<file path="config.mk">
export PLATFORM = sky130hd
export DESIGN_NAME = tag_lookup_sequencer
export DESIGN_NICKNAME = d
export VERILOG_FILES = /design/src/rtl/tag_lookup_sequencer.sv
export SDC_FILE = /design/constraint.sdc
export NUM_CORES = 1
export LEC_CHECK = 0
export ABC_AREA = 1
export BUFFER_PORTS_ARGS = -buffer_cell sky130_fd_sc_hd__buf_2
export CAP_MARGIN = 20
export CELL_PAD_IN_SITES_DETAIL_PLACEMENT = 0
export CELL_PAD_IN_SITES_GLOBAL_PLACEMENT = 1
export CORE_AREA = 4 4 117 119
export DETAILED_ROUTE_END_ITERATION = 8
export DIE_AREA = 0 0 121 123
export HOLD_SLACK_MARGIN = 0.1
export MAX_ROUTING_LAYER = met4
export PLACE_DENSITY = 0.78
export SLEW_MARGIN = 15
export SYNTH_ARGS = -nofsm -noshare
export SYNTH_HDL_FRONTEND = slang
export SYNTH_SLANG_ARGS = --single-unit
</file>
<file path="constraint.sdc">
create_clock -name clock -period 2.4 [get_ports clock]
set_input_delay 0.12 -clock clock [delete_from_list [all_inputs] [get_ports clock]]
set_output_delay 0.12 -clock clock [all_outputs]
set_load 0.02 [all_outputs]
</file>
<file path="src/rtl/tag_lookup_sequencer.sv">
// Sequential tag-lookup controller: scans the ways of one set through a single
// shared comparator, returns hit/miss over a ready/valid handshake, counts results.

module tag_comparator #(
  parameter int tagBits = 12
) (
  input  logic [tagBits-1:0] a,
  input  logic [tagBits-1:0] b,
  output logic               match
);
  assign match = (a == b);
endmodule

module tag_lookup_sequencer #(
  parameter int tagBits = 12,
  parameter int ways    = 8,
  parameter int wayBits = 3
) (
  input  logic               clock,
  input  logic               reset,
  input  logic               reqValid,
  output logic               reqReady,
  input  logic [tagBits-1:0] reqTag,
  output logic [wayBits-1:0] wayIndex,
  input  logic [tagBits-1:0] wayTag,
  input  logic               wayValid,
  output logic               respValid,
  input  logic               respReady,
  output logic               respHit,
  output logic [wayBits-1:0] respWay,
  output logic [31:0]        hitCount,
  output logic [31:0]        missCount
);

  typedef enum logic [1:0] {IDLE, SCAN, RESP} state_t;

  localparam logic [wayBits-1:0] LAST_WAY = wayBits'(ways - 1);

  state_t             state, state_nxt;
  logic [tagBits-1:0] tag_q, tag_nxt;
  logic [wayBits-1:0] way_cnt, way_nxt;
  logic               hit_q, hit_nxt;
  logic [wayBits-1:0] rway_q, rway_nxt;
  logic [31:0]        hit_cnt, miss_cnt;
  logic               tag_match, hit_now, last_way, resp_done;

  // One comparator, time-shared across the ways of the set.
  tag_comparator #(.tagBits(tagBits)) u_cmp (
    .a     (tag_q),
    .b     (wayTag),
    .match (tag_match)
  );

  assign hit_now   = (state == SCAN) && tag_match && wayValid;
  assign last_way  = (way_cnt == LAST_WAY);
  assign resp_done = (state == RESP) && respReady;

  always_ff @(posedge clock or posedge reset) begin
    if (reset) begin
      state   <= IDLE;
      tag_q   <= '0;
      way_cnt <= '0;
      hit_q   <= 1'b0;
      rway_q  <= '0;
    end else begin
      state   <= state_nxt;
      tag_q   <= tag_nxt;
      way_cnt <= way_nxt;
      hit_q   <= hit_nxt;
      rway_q  <= rway_nxt;
    end
  end

  always_comb begin
    state_nxt = state;
    tag_nxt   = tag_q;
    way_nxt   = way_cnt;
    hit_nxt   = hit_q;
    rway_nxt  = rway_q;
    case (state)
      IDLE: begin
        if (reqValid) begin
          tag_nxt   = reqTag;
          way_nxt   = '0;
          state_nxt = SCAN;
        end
      end
      SCAN: begin
        // First valid match wins, so lower-numbered duplicates take priority.
        if (hit_now) begin
          hit_nxt   = 1'b1;
          rway_nxt  = way_cnt;
          state_nxt = RESP;
        end else if (last_way) begin
          hit_nxt   = 1'b0;
          rway_nxt  = '0;
          state_nxt = RESP;
        end else begin
          way_nxt = way_cnt + 1'b1;
        end
      end
      RESP: begin
        if (respReady) state_nxt = IDLE;
      end
      default: state_nxt = IDLE;
    endcase
  end

  // Statistics advance only on a completed response handshake.
  always_ff @(posedge clock or posedge reset) begin
    if (reset) begin
      hit_cnt  <= '0;
      miss_cnt <= '0;
    end else if (resp_done) begin
      if (hit_q) hit_cnt  <= hit_cnt + 32'd1;
      else       miss_cnt <= miss_cnt + 32'd1;
    end
  end

  assign reqReady  = (state == IDLE);
  assign respValid = (state == RESP);
  assign wayIndex  = (state == SCAN) ? way_cnt : '0;
  assign respHit   = hit_q;
  assign respWay   = rway_q;
  assign hitCount  = hit_cnt;
  assign missCount = miss_cnt;

endmodule

</file>
==> run_results.csv <==
group,metric,value,unit
status,status,"finished, final reports clean",
timing,finalSetupTns,0,ps
logic_synthesis,synth.top_cell.area_share,47.7,%
timing,hold_viol,0,
critical_path,crit_chain,"inv_1 > nand4_4 > nor2_4 > nand2_2 > nor2_1 > nand2_1 > nand2_1 > nand2_1",
timing,finalSetupViolCount,0,
drt,num_vias,3754,
clocking,ctsRootBufferMaster,"clkbuf_16",
grt,grt_pass1_wl,18300,um
logic_synthesis,synth_commonest_cells,"nand2_1, dfrtp_1, inv_1",
logic_synthesis,synth-main-ff-cell,"dfrtp_1",
timing,finalWorstPathRequiredPeriod,1610,ps
timing,tightest_slew,592,ps
floorplanning,die_area,14900,sq um
drt,met2WireLength,5320,um
power_and_ir_drop,powerDensity,685,nW/um^2
grt,grt_max_degree,39,
layout,final_cells,835,
logic_synthesis,synth_fp_nets,567,
drt,wl_met3,399,um
floorplanning,core-area,12600,sq um
critical_path,crit_top_cell,"nand2_1",
place,gp_congestion,0.843,
floorplanning,pin_count,102,
logic_synthesis,synth.most_common_cell,"nand2_1",
clocking,cts_resized,0,
clocking,numCtsBuffers,9,
layout,fin_nets,692,
run,drv_cap,0,
power_and_ir_drop,p_leak,3.07,nW
place,dp.cells,807,
logic_synthesis,synth-async-reset-ratio,100,%
clocking,cts_sinks,85,
place,portBuffers,101,
logic_synthesis,synthDistinctLibCells,28,
clocking,clk_path_buf_depth,2,
grt,grt_pass1_vias,3851,
critical_path,critical_path_buf_inv_count,1,
timing,timing.final.crit_share,67.3,%
logic_synthesis,yosysSeqAreaShare,47.7,%
min_path,hold_class,"in2reg",
grt,grt_overflow_total,0,
clocking,cts.htree.levels,3,
timing,fmax,619,MHz
critical_path,arrival,1840,ps
logic_synthesis,synth_area,4460,sq um
logic_synthesis,syn_avg_cell_area,8.36,sq um
critical_path,start_kind,"flop",
critical_path,critical_path_class,"reg2reg",
layout,area_growth,25.3,%
drt,vias_per_cell,4.50,
critical_path,path_max_fanout,8,
power_and_ir_drop,ir_drop,298,uV
drt,drtIter0Drc,119,
drt,wl_per_cell,12.8,um
critical_path,worst-endpoint-required,2630,ps
timing,rsz0062_at_grt,"false",
floorplanning,initial_utilization,35.5,%
floorplanning,num_rows,41,
drt,ant_nets,0,
drt,wl,10700,um
critical_path,max_stage_delay,460,ps
logic_synthesis,synth_top_cells_by_area,"dfrtp_1, nand2_1, inv_1",
critical_path,cpMaxStageDelayCell,"dfrtp_1",
floorplanning,die_x,121,um
timing,final-max-slew-violation-count,0,
timing,skew,9.19,ps
drt,first_pass_iters,4,
drt,highest_layer,"met4",
clocking,cts_tree,"yes",
drt,drcViolationCount,0,
place,dp_hpwl,8080,um
timing,slew_headroom,60.4,%
logic_synthesis,syn-instance-count,534,
layout,drive_above_1_share,22.5,%
logic_synthesis,synth_edf_count,0,
clocking,clock_latency,340,ps
critical_path,path_delay_family,"simple AND/OR/NAND/NOR gates",
drt,met1_length,4860,um
layout,num_antenna_cells,0,
critical_path,crit_path_end_kind,"flop",
clocking,clk_pin_slew_worst_paths,60,ps
logic_synthesis,ys_ff_latch,85,
logic_synthesis,yosys_warnings,0,
grt,antenna_found_initial,0,
logic_synthesis,yosysTopAreaCell,"dfrtp_1",
floorplanning,die_y,123,um
grt,grt_usage,15.6,%
==> area by class of cell <==
type | count | area, sq um
Timing Repair Buffer | 116 | 663
Clock inverter | 2 | 10.0
Fill cell | 1264 | 6980
Sequential cell | 85 | 2130
Clock buffer | 13 | 250
Multi-Input combinational cell | 376 | 2060
Tap cell | 172 | 215
Inverter | 71 | 269
==> metal layers <==
layer / vias up / global-route usage, %
met4: 0 / 5.95
li1: 1909 / -
met1: 1765 / 19.3
met3: 7 / 2.33
met5: - / -
met2: 73 / 26.1
==> power by group <==
group / internal [mW] / switching [mW] / total, mW
registers: 1.61 / 0.147 / 1.76
clock network: 0.722 / 0.544 / 1.27
logic: 0.340 / 0.470 / 0.810
total: 2.67 / 1.16 / 3.83
==> logic make-up (layout without fill, tap and decap cells) <==
family	after synthesis	in the layout	share of synthesized area [%]
flops	85	85	47.7
simple gates	300	300	31.7
xor+xnor	50	50	9.81
fa+ha+maj	4	4	1.12
buf+inv	73	202	6.23
compound gates	16	16	1.94
mux	6	6	1.51
==> sequential cells by signal (all words and copies together) (netlist names) <==
signal and cells:
missCount 32, tag_q 12, respWay 3, way_cnt 3, hitCount 32, state 2, respHit 1
==> timing repair <==
| action | 4_1_cts | 5_1_grt |
|---|---|---|
| hold buffers | 13 | 0 |
| hold endpoints to repair | 38 | 0 |
| buffers inserted | 0 | 0 |
| setup endpoints to repair | 0 | 0 |
==> worst paths after layout <==
kind | start | end | slack (ps) | cells after the start
max | state[0]$_DFFE_PP0P_ | hitCount[31]$_DFFE_PP0P_ | 790 | 8
min | respReady | state[1]$_DFFE_PP0P_ | 120 | 2
max reg2reg | state[0]$_DFFE_PP0P_ | hitCount[31]$_DFFE_PP0P_ | 790 | 8
min reg2reg | hitCount[16]$_DFFE_PP0P_ | hitCount[16]$_DFFE_PP0P_ | 500 | 1
max in group asynchronous | reset | hitCount[19]$_DFFE_PP0P_ | 1360 | 4
min in group asynchronous | reset | tag_q[10]$_DFFE_PP0P_ | 360 | 3
==> worst register-to-register path, stage by stage (launching register included) <==
cell and delay [ps]:
dfrtp_1 460, inv_1 140, nand4_4 190, nor2_4 230, nand2_2 100, nor2_1 210
nand2_1 80, nand2_1 60, nand2_1 50
==> stage by stage <==
step           instance area, sq um  utilization, %  setup slack (ps)  power [mW]  hold WS [ps]
6_report                       5590            44.5               786        3.83           120
5_1_grt                        5590            44.5               598        4.08           121
4_1_cts                        5590            44.5               749        3.89           115
3_5_place_dp                   5200            41.4               766        2.59           177
3_3_place_gp                   5200            41.4               816        2.55           176
2_1_floorplan                  4460               -              86.5        2.35           260
==> placed cells by master (no fill, tap or decap), types with 8 or more instances in the layout <==
cell	Yosys	layout
nand2_1	148	148
buf_2	2	101
dfrtp_1	85	85
inv_1	69	68
nor2_1	66	66
nand3_1	31	31
xnor2_1	25	25
xor2_1	25	25
nand4_1	14	14
dlygate4sd3_1	0	13
nor2_4	10	10
clkbuf_16	0	9
nor3_1	8	8
nand3b_1	8	8
No activity file was read; power rests on OpenSTA's default activity.
